<file path="config.mk">
export PLATFORM = sky130hd
export DESIGN_NAME = gs_decode_stage
export DESIGN_NICKNAME = d
export VERILOG_FILES = /design/src/rtl/gs_pkg.sv /design/src/rtl/gs_imm_gen.sv /design/src/rtl/gs_decode_stage.sv
export SDC_FILE = /design/constraint.sdc
export NUM_CORES = 1
export LEC_CHECK = 0
export BUFFER_PORTS_ARGS = -buffer_cell sky130_fd_sc_hd__buf_2
export CAP_MARGIN = 0
export CORE_MARGIN = 2
export CORE_UTILIZATION = 35
export CTS_BUF_LIST = sky130_fd_sc_hd__clkbuf_4 sky130_fd_sc_hd__clkbuf_8
export CTS_CLUSTER_SIZE = 28
export DETAILED_ROUTE_END_ITERATION = 8
export HOLD_SLACK_MARGIN = 0.02
export SYNTH_ARGS = -nofsm -noshare
export SYNTH_HDL_FRONTEND = slang
export SYNTH_SLANG_ARGS = --single-unit
</file>
<file path="constraint.sdc">
create_clock -name clk -period 2.9 [get_ports clk]
set_input_delay 0.435 -clock clk [delete_from_list [all_inputs] [get_ports clk]]
set_output_delay 0.435 -clock clk [all_outputs]
set_load 0.03 [all_outputs]
</file>
<file path="src/rtl/gs_pkg.sv">
// Shared decode-stage types: opcodes, ALU codes, immediate kinds,
// the decoded control bundle and the decode-stage FSM states.
package gs_pkg;

    typedef enum logic [6:0] {
        OPC_LOAD   = 7'b0000011,
        OPC_OP_IMM = 7'b0010011,
        OPC_AUIPC  = 7'b0010111,
        OPC_STORE  = 7'b0100011,
        OPC_OP     = 7'b0110011,
        OPC_LUI    = 7'b0110111,
        OPC_BRANCH = 7'b1100011,
        OPC_JALR   = 7'b1100111,
        OPC_JAL    = 7'b1101111
    } gs_opcode_e;

    localparam logic [3:0] ALU_PLUS    = 4'b0000;
    localparam logic [3:0] ALU_FORWARD = 4'b1011;

    typedef enum logic [2:0] {
        IMM_NONE = 3'd0,
        IMM_I    = 3'd1,
        IMM_S    = 3'd2,
        IMM_B    = 3'd3,
        IMM_U    = 3'd4,
        IMM_J    = 3'd5
    } gs_imm_type_e;

    typedef struct packed {
        gs_imm_type_e imm_type;
        logic [31:0]  imm;
        logic [3:0]   alu_type;
        logic [1:0]   pc_src;
        logic         pc_to_reg;
        logic         mem_write;
        logic         mem_read;
        logic         rd_src;
        logic         mem_to_reg;
        logic         alu_src;
        logic         reg_write;
        logic [2:0]   data_size;
        logic [4:0]   rs1;
        logic [4:0]   rs2;
        logic [4:0]   rd;
        logic         illegal;
    } gs_dec_t;

    typedef enum logic {
        ST_RUN  = 1'b0,
        ST_HALT = 1'b1
    } gs_dec_state_e;

endpackage

</file>
<file path="src/rtl/gs_imm_gen.sv">
// Immediate generator: builds the sign-extended RV32I immediate.
// Ports: instr[31:7] (opcode bits not needed), imm_type in, imm out.
module gs_imm_gen
    import gs_pkg::*;
(
    input  logic [31:7]  instr,
    input  gs_imm_type_e imm_type,
    output logic [31:0]  imm
);

    always_comb begin
        imm = '0;
        case (imm_type)
            IMM_I: imm = {{20{instr[31]}}, instr[31:20]};
            IMM_S: imm = {{20{instr[31]}}, instr[31:25], instr[11:7]};
            IMM_B: imm = {{19{instr[31]}}, instr[31], instr[7],
                          instr[30:25], instr[11:8], 1'b0};
            IMM_U: imm = {instr[31:12], 12'b0};
            IMM_J: imm = {{11{instr[31]}}, instr[31], instr[19:12],
                          instr[20], instr[30:21], 1'b0};
            default: imm = '0;
        endcase
    end

endmodule

</file>
<file path="src/rtl/gs_decode_stage.sv">
// Buffered RV32I decode stage: fetch queue, decoder, output register.
// Ports: clk/rst (sync, active-low), flush_i, fetch valid/ready/pc/instr,
// decode valid/ready, id_pc_o, id_dec_o bundle.
module gs_decode_stage
    import gs_pkg::*;
#(
    parameter int QDEPTH          = 4,
    parameter int PC_W            = 32,
    parameter int HALT_ON_ILLEGAL = 1
) (
    input  logic            clk,
    input  logic            rst,
    input  logic            flush_i,
    input  logic            if_valid_i,
    output logic            if_ready_o,
    input  logic [PC_W-1:0] if_pc_i,
    input  logic [31:0]     if_instr_i,
    output logic            id_valid_o,
    input  logic            id_ready_i,
    output logic [PC_W-1:0] id_pc_o,
    output gs_dec_t         id_dec_o
);

    localparam int AW = $clog2(QDEPTH);
    localparam bit HALT_EN = (HALT_ON_ILLEGAL != 0);

    logic [AW:0]      wptr, rptr;
    logic [PC_W-1:0]  q_pc  [QDEPTH];
    logic [31:0]      q_ins [QDEPTH];
    logic             q_full, q_empty, push, load, halt_ev;
    logic [PC_W-1:0]  head_pc;
    logic [31:0]      head_ins;
    logic [6:0]       opc, f7;
    logic [2:0]       f3;
    logic [31:0]      imm;
    logic             ill;
    gs_dec_t          dc, dec_n;
    gs_dec_state_e    state, state_n;

    // Wrap bit distinguishes full from empty when indices match
    assign q_full  = (wptr[AW] != rptr[AW]) &&
                     (wptr[AW-1:0] == rptr[AW-1:0]);
    assign q_empty = (wptr == rptr);

    assign if_ready_o = rst & ~q_full & (state == ST_RUN);
    assign push       = if_valid_i & if_ready_o;
    assign load       = ~q_empty & (~id_valid_o | id_ready_i);
    assign halt_ev    = HALT_EN & load & dec_n.illegal;

    assign head_pc  = q_pc[rptr[AW-1:0]];
    assign head_ins = q_ins[rptr[AW-1:0]];
    assign opc      = head_ins[6:0];
    assign f3       = head_ins[14:12];
    assign f7       = head_ins[31:25];

    always_ff @(posedge clk) begin
        if (push) begin
            q_pc[wptr[AW-1:0]]  <= if_pc_i;
            q_ins[wptr[AW-1:0]] <= if_instr_i;
        end
    end

    // Halting on an illegal word also drops everything queued behind it
    always_ff @(posedge clk) begin
        if (!rst) begin
            wptr <= '0;
            rptr <= '0;
        end else if (flush_i || halt_ev) begin
            wptr <= '0;
            rptr <= '0;
        end else begin
            if (push) wptr <= wptr + (AW+1)'(1);
            if (load) rptr <= rptr + (AW+1)'(1);
        end
    end

    always_comb begin
        dc     = '0;
        ill    = 1'b0;
        dc.rs1 = head_ins[19:15];
        dc.rs2 = head_ins[24:20];
        dc.rd  = head_ins[11:7];
        case (opc)
            OPC_OP: begin
                dc.alu_type  = {f7[5], f3};
                dc.alu_src   = 1'b1;
                dc.reg_write = 1'b1;
                if (f7 != 7'h00 && f7 != 7'h20) ill = 1'b1;
                if (f7 == 7'h20 && f3 != 3'b000 && f3 != 3'b101)
                    ill = 1'b1;
            end
            OPC_OP_IMM: begin
                dc.imm_type  = IMM_I;
                dc.alu_type  = {(f3 == 3'b101) ? f7[5] : 1'b0, f3};
                dc.reg_write = 1'b1;
                if (f3 == 3'b001 && f7 != 7'h00) ill = 1'b1;
                if (f3 == 3'b101 && f7 != 7'h00 && f7 != 7'h20)
                    ill = 1'b1;
            end
            OPC_LOAD: begin
                dc.imm_type   = IMM_I;
                dc.alu_type   = ALU_PLUS;
                dc.mem_read   = 1'b1;
                dc.mem_to_reg = 1'b1;
                dc.reg_write  = 1'b1;
                dc.data_size  = f3;
                if (f3 == 3'b011 || f3[2:1] == 2'b11) ill = 1'b1;
            end
            OPC_STORE: begin
                dc.imm_type  = IMM_S;
                dc.alu_type  = ALU_PLUS;
                dc.mem_write = 1'b1;
                dc.data_size = f3;
                if (f3[2] || f3 == 3'b011) ill = 1'b1;
            end
            OPC_BRANCH: begin
                dc.imm_type = IMM_B;
                dc.alu_type = {1'b1, f3};
                dc.pc_src   = 2'b11;
                if (f3[2:1] == 2'b01) ill = 1'b1;
            end
            OPC_JALR: begin
                dc.imm_type  = IMM_I;
                dc.alu_type  = ALU_PLUS;
                dc.pc_src    = 2'b10;
                dc.rd_src    = 1'b1;
                dc.reg_write = 1'b1;
                if (f3 != 3'b000) ill = 1'b1;
            end
            OPC_JAL: begin
                dc.imm_type  = IMM_J;
                dc.alu_type  = ALU_FORWARD;
                dc.pc_src    = 2'b01;
                dc.rd_src    = 1'b1;
                dc.reg_write = 1'b1;
            end
            OPC_AUIPC: begin
                dc.imm_type  = IMM_U;
                dc.pc_to_reg = 1'b1;
                dc.rd_src    = 1'b1;
                dc.reg_write = 1'b1;
            end
            OPC_LUI: begin
                dc.imm_type  = IMM_U;
                dc.alu_type  = ALU_FORWARD;
                dc.reg_write = 1'b1;
            end
            default: ill = 1'b1;
        endcase
        if (head_ins[1:0] != 2'b11) ill = 1'b1;
    end

    gs_imm_gen u_imm_gen (
        .instr    (head_ins[31:7]),
        .imm_type (dc.imm_type),
        .imm      (imm)
    );

    // An illegal bundle carries no side effects, only the flag
    always_comb begin
        dec_n     = dc;
        dec_n.imm = imm;
        if (ill) begin
            dec_n         = '0;
            dec_n.illegal = 1'b1;
        end
    end

    always_ff @(posedge clk) begin
        if (!rst) state <= ST_RUN;
        else      state <= state_n;
    end

    always_comb begin
        state_n = state;
        if (flush_i)      state_n = ST_RUN;
        else if (halt_ev) state_n = ST_HALT;
    end

    always_ff @(posedge clk) begin
        if (!rst) begin
            id_valid_o <= 1'b0;
            id_pc_o    <= '0;
            id_dec_o   <= '0;
        end else if (flush_i) begin
            id_valid_o <= 1'b0;
        end else if (load) begin
            id_valid_o <= 1'b1;
            id_pc_o    <= head_pc;
            id_dec_o   <= dec_n;
        end else if (id_ready_i) begin
            id_valid_o <= 1'b0;
        end
    end

endmodule

</file>
==> flow_summary.json <==
{
  "drive_gt1_frac": 0.345,
  "place_ws_ns": 0.00527,
  "grt_max_degree": 43,
  "required_ns": 3.42,
  "antenna_found_initial": 3,
  "ys_ff_latch": 364,
  "cts-htree-levels": 2,
  "grt_pass1_wl_um": 48800,
  "worstMarginPinSlew_ns": 0.825,
  "final_util": 0.443,
  "worstPathMaxFanout": 37,
  "dp.cells": 1496,
  "maxCapViolations": 0,
  "die_x_um": 201,
  "synthFlopType": "edfxtp_1",
  "rsz0062_at_grt": "false",
  "yosysTopAreaCell": "edfxtp_1",
  "synth-edff-count": 256,
  "vias": 8098,
  "yosysTopAreaCellShare": 0.565,
  "hold_violations": 0,
  "busiest_layer": "met2",
  "synth_area_um2": 13600,
  "slew_headroom": 0.450,
  "grt-ovfl-total": 0,
  "gr-usage-all-layers": 0.155,
  "fmaxAchievable_mhz": 365,
  "maxSlewViolCount": 0,
  "clockBufferDepth": 3,
  "drc_errors": 0,
  "firstDrtPassIters": 5,
  "fin_skew_ns": 0.0393,
  "synth.most_common_cell": "edfxtp_1",
  "clkTransAtPathRegs_ns": 0.06,
  "core_um2": 38600,
  "hpwl_um": 20000,
  "synth_common_cells": "edfxtp_1, nand2_1, dfxtp_1, mux4_2, clkbuf_1",
  "power_per_cell_area_nw_per_um2": 621,
  "die-area_um2": 40500,
  "io_buffers": 169,
  "cts_buffers": 57,
  "ys_warn_count": 0,
  "cts_tree": "built",
  "yosysUniqueCellTypes": 56,
  "detail_route.iter0.violations": 448,
  "crit_arrival_ns": 3.26,
  "ir_drop_uv": 402,
  "synth_area_leaders": "edfxtp_1, dfxtp_1, mux4_2",
  "fin_setup_tns_ns": 0,
  "setup_slack_ns": 0.161,
  "crit_type": "flip-flop to flip-flop",
  "first_global_vias": 8407,
  "totalWireLength_um": 31600,
  "layout_min_cycle_time_ns": 2.74,
  "setup_viol": 0,
  "cts_sinks": 364,
  "use_met3": 0.0418,
  "nets": 1163,
  "viasPerCell": 4.89,
  "cts-root-buf": "clkbuf_8",
  "fin_crit_sh": 0.945,
  "worst_setup_path_end_kind": "flip-flop",
  "io_pins": 170,
  "use_met1": 0.204,
  "syn-num-nets": 898,
  "clock_latency_ns": 0.63,
  "ant_nets": 0,
  "netlist_instances": 824,
  "rows": 72,
  "start_util": 0.353,
  "gp_congestion": 0.841,
  "die_h_um": 201,
  "synth-seq-area-share": 0.724,
  "syn_avg_cell_area_um2": 16.5,
  "fin_cells": 1656,
  "p_leak_nw": 6.08,
  "area_delta_synth_final_pct": 25.4,
  "status": "complete, no violations",
  "wl_per_cell_um": 19.1,
  "min_path_type": "input port to flip-flop",
  "met2_usage": 0.253,
  "synthArstFlopShare": 0,
  "cp-start-kind": "flip-flop"
}
registers in the layout (all words and copies together), names as in the netlist, named ones only:
register / count
q_ins: 128
q_pc: 128
id_dec_o: 66
id_pc_o: 32
rptr: 3
wptr: 3
id_valid_o: 1
state: 1
per-layer routing:
layer	wire, um	share of wire	vias to the layer above
li1	-	-	3761
met1	14200	0.45	4035
met2	14700	0.47	248
met3	2050	0.065	50
met4	544	0.017	4
met5	30	0.00095	-
cell usage in the layout (no fill, tap or decap), drive strengths merged, types with 13 or more instances in the layout:
cell / n
dfxtp: 108
clkbuf: 96
dlygate4sd3: 50
a32o: 15
edfxtp: 256
nor2: 13
buf: 205
a21boi: 32
mux4: 62
a22o: 22
nand2: 111
o21ai: 34
a21oi: 21
cells by family (layout without fill, tap and decap cells):
| kind of cell | Yosys count | in the layout | share of synthesized area |
|---|---|---|---|
| AO/OA/AOI/OAI | 147 | 147 | 0.0774 |
| XOR/XNOR | 6 | 6 | 0.00386 |
| adder cells (fa/ha/maj) | 5 | 5 | 0.00460 |
| buffers and inverters | 56 | 368 | 0.0187 |
| flip-flops | 364 | 364 | 0.724 |
| multiplexers | 71 | 71 | 0.109 |
| other | 0 | 2 | 0 |
| AND/OR/NAND/NOR | 175 | 175 | 0.0627 |
what timing repair did:
item	4_1_cts	5_1_grt
resized for setup	1	4
endpoints found under the setup margin	7	67
hold buffers	50	0
buffers inserted	0	2
endpoints found under the hold margin	191	0
where the power goes:
part	leakage (nW)	internal, W	switching (W)
Sequential	3.20	0.00563	0.0000164
Combinational	2.22	0.000175	0.000243
Clock	0.665	0.00260	0.00194
metrics by stage:
| step | power (W) | hold WS (ns) | cell area, um^2 |
|---|---|---|---|
| floorplan | 0.00594 | 0.441 | 13600 |
| global placement | 0.00611 | 0.433 | 15300 |
| detailed placement | 0.00612 | 0.440 | 15300 |
| CTS | 0.0108 | 0.0208 | 17000 |
| global route | 0.0110 | 0.0255 | 17100 |
| finish | 0.0106 | 0.0601 | 17100 |
worst max-delay path, stage by stage, from the launching register on:
cell and delay (ns):
dfxtp_4 0.43, buf_12 0.17, mux4_2 0.61, or3b_4 0.46, nor3_4 0.17, o211ai_4 0.12
and4_1 0.19, buf_12 0.17, a32o_1 0.27
worst paths after layout:
check                                                 end  slack, ns  depth (start not counted)                       from
worst min-delay path                q_pc[0][24]$_DFFE_PP_       0.06                          1                if_pc_i[24]
worst min register to register  id_dec_o[48]$_SDFFE_PN0P_       0.45                          2  id_dec_o[48]$_SDFFE_PN0P_
worst max-delay path            id_dec_o[16]$_SDFFE_PN0P_       0.16                          8                  flip-flop
worst max register to register  id_dec_o[16]$_SDFFE_PN0P_       0.16                          8                  flip-flop
final cells by class:
cell class                      instances  area, um^2
Fill cell                            3483       21500
Sequential cell                       364        9860
Multi-Input combinational cell        404        3560
Timing Repair Buffer                  255        1730
Clock buffer                           96        1160
Tap cell                              518         648
Clock inverter                         10        85.1
Inverter                                7        26.3
Antenna cell                            2        5.00
(Power assumes the default switching activity.)
